File: config.mk
export PLATFORM = sky130hd
export DESIGN_NAME = id_ex_stage_flat
export DESIGN_NICKNAME = d
export VERILOG_FILES = /design/src/rtl/id_ex_if.sv /design/src/rtl/id_ex_stage.sv /design/src/flat_wrapper.sv
export SDC_FILE = /design/constraint.sdc
export NUM_CORES = 1
export LEC_CHECK = 0
export BUFFER_PORTS_ARGS = -buffer_cell sky130_fd_sc_hd__buf_2
export CORE_MARGIN = 2
export CORE_UTILIZATION = 40
export CTS_BUF_LIST = sky130_fd_sc_hd__clkbuf_16
export DETAILED_ROUTE_END_ITERATION = 8
export GPL_TIMING_DRIVEN = 0
export PLACE_DENSITY = 0.74
export SETUP_SLACK_MARGIN = 0.15
export SYNTH_ARGS = -nofsm -noshare
export SYNTH_HDL_FRONTEND = slang
export SYNTH_SLANG_ARGS = --single-unit
File: constraint.sdc
create_clock -name clk -period 4.6 [get_ports clk]
set_clock_uncertainty 0.1 [all_clocks]
set_input_delay 0.46 -clock clk [delete_from_list [all_inputs] [get_ports clk]]
set_output_delay 0.46 -clock clk [all_outputs]
set_load 0.005 [all_outputs]
File: src/rtl/id_ex_if.sv
// id_ex_if: ID/EX pipeline boundary bundle (ID payload in, EX register and hazard status out)
interface id_ex_if #(parameter int CNT_W = 16);
  logic ID_valid, ID_RFWr, ID_use1, ID_use2;
  logic [4:0] ID_rR1, ID_rR2, ID_wR;
  logic [1:0] ID_WDSel;
  logic [31:0] ID_pc4, ID_ext, ID_rD1, ID_rD2;
  logic hold, flush;
  logic EX_running, EX_RFWr;
  logic [31:0] EX_wR;
  logic [1:0] EX_WDSel;
  logic [31:0] EX_pc4, EX_ext, EX_rD1, EX_rD2;
  logic stall_ID;
  logic [CNT_W-1:0] bubble_cnt, flush_cnt;
  modport master (
    output ID_valid, ID_RFWr, ID_use1, ID_use2, ID_rR1, ID_rR2, ID_wR, ID_WDSel,
           ID_pc4, ID_ext, ID_rD1, ID_rD2, hold, flush,
    input  EX_running, EX_RFWr, EX_wR, EX_WDSel, EX_pc4, EX_ext, EX_rD1, EX_rD2,
           stall_ID, bubble_cnt, flush_cnt
  );
  modport slave (
    input  ID_valid, ID_RFWr, ID_use1, ID_use2, ID_rR1, ID_rR2, ID_wR, ID_WDSel,
           ID_pc4, ID_ext, ID_rD1, ID_rD2, hold, flush,
    output EX_running, EX_RFWr, EX_wR, EX_WDSel, EX_pc4, EX_ext, EX_rD1, EX_rD2,
           stall_ID, bubble_cnt, flush_cnt
  );
endinterface

File: src/rtl/id_ex_stage.sv
// id_ex_stage: ID/EX pipeline register with load-use bubble insertion, flush, freeze and event counters
module id_ex_stage #(parameter int CNT_W = 16) (
  input logic clk,
  input logic rst,
  id_ex_if.slave bus
);
  typedef enum logic [1:0] {EMPTY, RUN, BUBBLE} state_t;
  localparam logic [CNT_W-1:0] CNT_MAX = '1;
  state_t state, state_nx;
  logic running, rfwr, lu, load, hit1, hit2;
  logic [4:0] wr;
  logic [1:0] wdsel;
  logic [31:0] pc4, ext, rd1, rd2;
  logic [CNT_W-1:0] bcnt, fcnt;
  assign hit1 = bus.ID_use1 && bus.ID_rR1 == wr;
  assign hit2 = bus.ID_use2 && bus.ID_rR2 == wr;
  assign lu = bus.ID_valid && running && rfwr && wdsel == 2'd1 && wr != 5'd0 && (hit1 || hit2);
  assign load = !bus.hold && !bus.flush && !lu;
  always_ff @(posedge clk)
    state <= rst ? EMPTY : state_nx;
  always_comb
    state_nx = bus.hold ? state : bus.flush ? EMPTY : lu ? BUBBLE : bus.ID_valid ? RUN : EMPTY;
  always_comb
    running = state == RUN;
  always_ff @(posedge clk) begin
    if (rst) begin
      rfwr <= 1'b0;
      wr <= '0;
      wdsel <= '0;
      pc4 <= '0;
      ext <= '0;
      rd1 <= '0;
      rd2 <= '0;
      bcnt <= '0;
      fcnt <= '0;
    end else if (!bus.hold) begin
      rfwr <= load && bus.ID_valid && bus.ID_RFWr;
      if (load) begin
        wr <= bus.ID_wR;
        wdsel <= bus.ID_WDSel;
        pc4 <= bus.ID_pc4;
        ext <= bus.ID_ext;
        rd1 <= bus.ID_rD1;
        rd2 <= bus.ID_rD2;
      end
      if (bus.flush && fcnt != CNT_MAX) fcnt <= fcnt + 1'b1;
      if (!bus.flush && lu && bcnt != CNT_MAX) bcnt <= bcnt + 1'b1;
    end
  end
  assign bus.stall_ID = (lu && !bus.flush) || bus.hold;
  assign bus.EX_running = running;
  assign bus.EX_RFWr = rfwr;
  assign bus.EX_wR = {27'd0, wr};
  assign bus.EX_WDSel = wdsel;
  assign bus.EX_pc4 = pc4;
  assign bus.EX_ext = ext;
  assign bus.EX_rD1 = rd1;
  assign bus.EX_rD2 = rd2;
  assign bus.bubble_cnt = bcnt;
  assign bus.flush_cnt = fcnt;
endmodule
File: src/flat_wrapper.sv
// flat-port wrapper written by rule: the top's interface ports become plain ports
module id_ex_stage_flat 
#(parameter int CNT_W = 16)
  (clk, rst, bus_ID_valid, bus_ID_RFWr, bus_ID_use1, bus_ID_use2, bus_ID_rR1, bus_ID_rR2, bus_ID_wR, bus_ID_WDSel, bus_ID_pc4, bus_ID_ext, bus_ID_rD1, bus_ID_rD2, bus_hold, bus_flush, bus_EX_running, bus_EX_RFWr, bus_EX_wR, bus_EX_WDSel, bus_EX_pc4, bus_EX_ext, bus_EX_rD1, bus_EX_rD2, bus_stall_ID, bus_bubble_cnt, bus_flush_cnt);
  id_ex_if #(.CNT_W(CNT_W)) bus_i ();
  input logic clk;
  input logic rst;
  input wire logic [$bits(bus_i.ID_valid)-1:0] bus_ID_valid;
  input wire logic [$bits(bus_i.ID_RFWr)-1:0] bus_ID_RFWr;
  input wire logic [$bits(bus_i.ID_use1)-1:0] bus_ID_use1;
  input wire logic [$bits(bus_i.ID_use2)-1:0] bus_ID_use2;
  input wire logic [$bits(bus_i.ID_rR1)-1:0] bus_ID_rR1;
  input wire logic [$bits(bus_i.ID_rR2)-1:0] bus_ID_rR2;
  input wire logic [$bits(bus_i.ID_wR)-1:0] bus_ID_wR;
  input wire logic [$bits(bus_i.ID_WDSel)-1:0] bus_ID_WDSel;
  input wire logic [$bits(bus_i.ID_pc4)-1:0] bus_ID_pc4;
  input wire logic [$bits(bus_i.ID_ext)-1:0] bus_ID_ext;
  input wire logic [$bits(bus_i.ID_rD1)-1:0] bus_ID_rD1;
  input wire logic [$bits(bus_i.ID_rD2)-1:0] bus_ID_rD2;
  input wire logic [$bits(bus_i.hold)-1:0] bus_hold;
  input wire logic [$bits(bus_i.flush)-1:0] bus_flush;
  output wire logic [$bits(bus_i.EX_running)-1:0] bus_EX_running;
  output wire logic [$bits(bus_i.EX_RFWr)-1:0] bus_EX_RFWr;
  output wire logic [$bits(bus_i.EX_wR)-1:0] bus_EX_wR;
  output wire logic [$bits(bus_i.EX_WDSel)-1:0] bus_EX_WDSel;
  output wire logic [$bits(bus_i.EX_pc4)-1:0] bus_EX_pc4;
  output wire logic [$bits(bus_i.EX_ext)-1:0] bus_EX_ext;
  output wire logic [$bits(bus_i.EX_rD1)-1:0] bus_EX_rD1;
  output wire logic [$bits(bus_i.EX_rD2)-1:0] bus_EX_rD2;
  output wire logic [$bits(bus_i.stall_ID)-1:0] bus_stall_ID;
  output wire logic [$bits(bus_i.bubble_cnt)-1:0] bus_bubble_cnt;
  output wire logic [$bits(bus_i.flush_cnt)-1:0] bus_flush_cnt;
  assign bus_i.ID_valid = bus_ID_valid;
  assign bus_i.ID_RFWr = bus_ID_RFWr;
  assign bus_i.ID_use1 = bus_ID_use1;
  assign bus_i.ID_use2 = bus_ID_use2;
  assign bus_i.ID_rR1 = bus_ID_rR1;
  assign bus_i.ID_rR2 = bus_ID_rR2;
  assign bus_i.ID_wR = bus_ID_wR;
  assign bus_i.ID_WDSel = bus_ID_WDSel;
  assign bus_i.ID_pc4 = bus_ID_pc4;
  assign bus_i.ID_ext = bus_ID_ext;
  assign bus_i.ID_rD1 = bus_ID_rD1;
  assign bus_i.ID_rD2 = bus_ID_rD2;
  assign bus_i.hold = bus_hold;
  assign bus_i.flush = bus_flush;
  assign bus_EX_running = bus_i.EX_running;
  assign bus_EX_RFWr = bus_i.EX_RFWr;
  assign bus_EX_wR = bus_i.EX_wR;
  assign bus_EX_WDSel = bus_i.EX_WDSel;
  assign bus_EX_pc4 = bus_i.EX_pc4;
  assign bus_EX_ext = bus_i.EX_ext;
  assign bus_EX_rD1 = bus_i.EX_rD1;
  assign bus_EX_rD2 = bus_i.EX_rD2;
  assign bus_stall_ID = bus_i.stall_ID;
  assign bus_bubble_cnt = bus_i.bubble_cnt;
  assign bus_flush_cnt = bus_i.flush_cnt;
  id_ex_stage #(.CNT_W(CNT_W)) u_core (.clk(clk), .rst(rst), .bus(bus_i));
endmodule
==> impl_metrics.json <==
{
  "status": "finished clean",
  "routed_wl_um": 18300,
  "synth_top_area_share_pct": 48.9,
  "tns_ps": 0,
  "cellLeakagePower_nw": 4.62,
  "cts_max_level": 4,
  "crit_arrival_ps": 2320,
  "dp_hpwl_um": 14100,
  "grt_use_total_pct": 19.1,
  "num_vias": 5892,
  "die_h_um": 136,
  "post_cts_buffers": 0,
  "postPlaceCellArea_sq_um": 8940,
  "end_kind": "output port",
  "synth_cell_type_count": 51,
  "clk_latency_ps": 420,
  "overflow": 0,
  "avgSynthCellArea_sq_um": 10.3,
  "worst_pin_slew_ps": 643,
  "post_cts_resized": 0,
  "core_sq_um": 17100,
  "layout_min_cycle_time_ps": 2880,
  "ys.warnings.count": 0,
  "gp_congestion": 0.839,
  "clockBufferDepth": 2,
  "drtIter0Drc": 175,
  "syn_area_sq_um": 6950,
  "yosysTopAreaCell": "dfxtp_1",
  "drive_gt1_share_pct": 38.8,
  "clock-root-buffer": "clkbuf_16",
  "cap_violations": 0,
  "cts_tree": "yes",
  "worst_setup_path_start_kind": "register",
  "dieArea_sq_um": 18500,
  "antenna_left": 0,
  "synth_edf_count": 0,
  "met1_length_um": 7880,
  "grt_max_degree": 17,
  "hp-class": "in2reg",
  "clock-sinks": 170,
  "drv_slew": 0,
  "port_buffers": 322,
  "async_flop_share_pct": 0,
  "top_layer": "met4",
  "num_io_pins": 350,
  "ys_ff_latch": 170,
  "initial_core_util_pct": 40.6,
  "clk_pin_slew_ps": 70,
  "rsz0062_at_grt": "false",
  "crit_type": "reg2out",
  "grt_pass1_vias": 5404,
  "hold_viol": 0,
  "antenna_found_initial": 1,
  "crit_required_ps": 4040,
  "syn-instance-count": 677,
  "drt_first_pass_iters": 4,
  "viasPerCell": 4.60,
  "crit_path_max_fanout": 8,
  "met3WireLength_um": 1200,
  "drcViolationCount": 0,
  "synthTopCellsByArea": "dfxtp_1, mux2i_1, nor2_1, buf_12, buf_4",
  "area_delta_synth_final_pct": 36.9,
  "hold_buffers": 0,
  "peakVddDrop_mv": 0.241,
  "setup_viol": 0,
  "rows": 48,
  "wl_met2_um": 8770,
  "yosysMostFrequentCell": "dfxtp_1",
  "synth-seq-area-share_pct": 48.9,
  "grt_pass1_wl_um": 27500,
  "design_area_sq_um": 9520,
  "max_freq_mhz": 347,
  "synth_ff_type": "dfxtp_1",
  "slew_headroom_pct": 57.1,
  "pwr_density_cell_nw_per_um2": 350,
  "wl_per_cell_um": 14.3,
  "numCtsBuffers": 17,
  "die_w_um": 136,
  "netlist_top_cells_count": "dfxtp_1, nor2_1, mux2i_1, buf_4, clkbuf_1",
  "nets": 1199,
  "fin_crit_sh_pct": 62.7
}
[where the power goes]
part | total, W | leakage [nW] | switching [W] | internal (W)
clock network | 0.00140 | 0.273 | 0.000600 | 0.000801
logic | 0.000366 | 2.96 | 0.000167 | 0.000198
registers | 0.00156 | 1.39 | 0.0000331 | 0.00153
[cells by family (layout without fill, tap and decap cells)]
family                     count (synthesis)  count (layout)  share of synthesized area (%)
and+or+nand+nor                          240             240                           15.2
DFF                                      170             170                           48.9
muxes                                    142             142                           20.6
buffers and inverters                     69             422                           8.60
AOI/OAI and AO/OA                         29              29                           3.22
xor gates and xnor gates                  24              24                           3.02
adders and majority gates                  2               2                          0.360
other                                      1              28                         0.0539
[worst max-delay path, cell delays in order, from the launching register on]
cell	delay [ps]
dfxtp_1	540
xnor2_1	160
nand4_1	140
o22ai_2	450
nand2_1	270
o21bai_1	180
buf_2	150
[cells in the final DEF, fill, tap and decap left out, types with 5 or more instances in the layout]
cell type,count
inv_1,5
buf_2,322
clkbuf_1,21
a21oi_1,7
clkbuf_16,17
nor2_1,164
and3_1,6
o21ai_0,5
nand4_1,8
conb_1,27
nand2_1,17
nor2b_1,5
nand3_1,11
xnor2_1,14
buf_4,27
mux2i_1,137
dfxtp_1,170
buf_12,13
xor2_1,10
[metal layers]
metal | vias up | global-route usage (%)
met5 | - | 0
met4 | 0 | 7.41
met3 | 31 | 4.74
met2 | 200 | 31.5
met1 | 2696 | 23.9
li1 | 2965 | -
[state kept, by name (all words and copies together), names as in the netlist]
name,flops
u_core.bus.EX_WDSel,2
u_core.bus.bubble_cnt,16
u_core.wr,5
u_core.bus.EX_pc4,32
u_core.bus.EX_rD1,32
u_core.bus.EX_rD2,32
u_core.bus.flush_cnt,16
u_core.state,2
u_core.bus.EX_RFWr,1
u_core.bus.EX_ext,32
[path summary, 6_finish.rpt]
| path | from | endpoint | cells after the start | slack, ps |
|---|---|---|---|---|
| worst max-delay path | u_core.wr[4]$_SDFFE_PP0P_ | bus_stall_ID | 6 | 1720 |
| worst min-delay path | bus_ID_rD2[0] | u_core.bus.EX_rD2[0]$_SDFFE_PP0P_ | 3 | 170 |
| worst max register to register | u_core.wr[4]$_SDFFE_PP0P_ | u_core.bus.bubble_cnt[13]$_SDFFE_PP0P_ | 6 | 2090 |
| worst min register to register | u_core.state[1]$_SDFFE_PP0N_ | u_core.state[1]$_SDFFE_PP0N_ | 2 | 380 |
[final cells by class]
| type | instances | area, sq um |
|---|---|---|
| Sequential cell | 170 | 3400 |
| Multi-Input combinational cell | 464 | 3050 |
| Timing Repair Buffer | 322 | 1610 |
| Tap cell | 225 | 282 |
| Inverter | 5 | 18.8 |
| Buffer | 64 | 579 |
| Clock buffer | 17 | 425 |
| Fill cell | 1572 | 7600 |
| Clock inverter | 14 | 146 |
| Antenna cell | 1 | 2.50 |
[per-stage QoR]
step                worst slack, ps  hold slack, ps  utilization, %  instances  power [W]
floorplan                      2490             339               -        703    0.00180
global placement               2080             357            52.3       1250    0.00196
detailed placement             2070             366            52.3       1250    0.00197
CTS                            1670             155            55.6       1281    0.00337
global route                   1610             165            55.6       1282    0.00346
finish                         1720             172            55.6       1282    0.00333
Note: power is estimated with default switching activity, not from simulation.
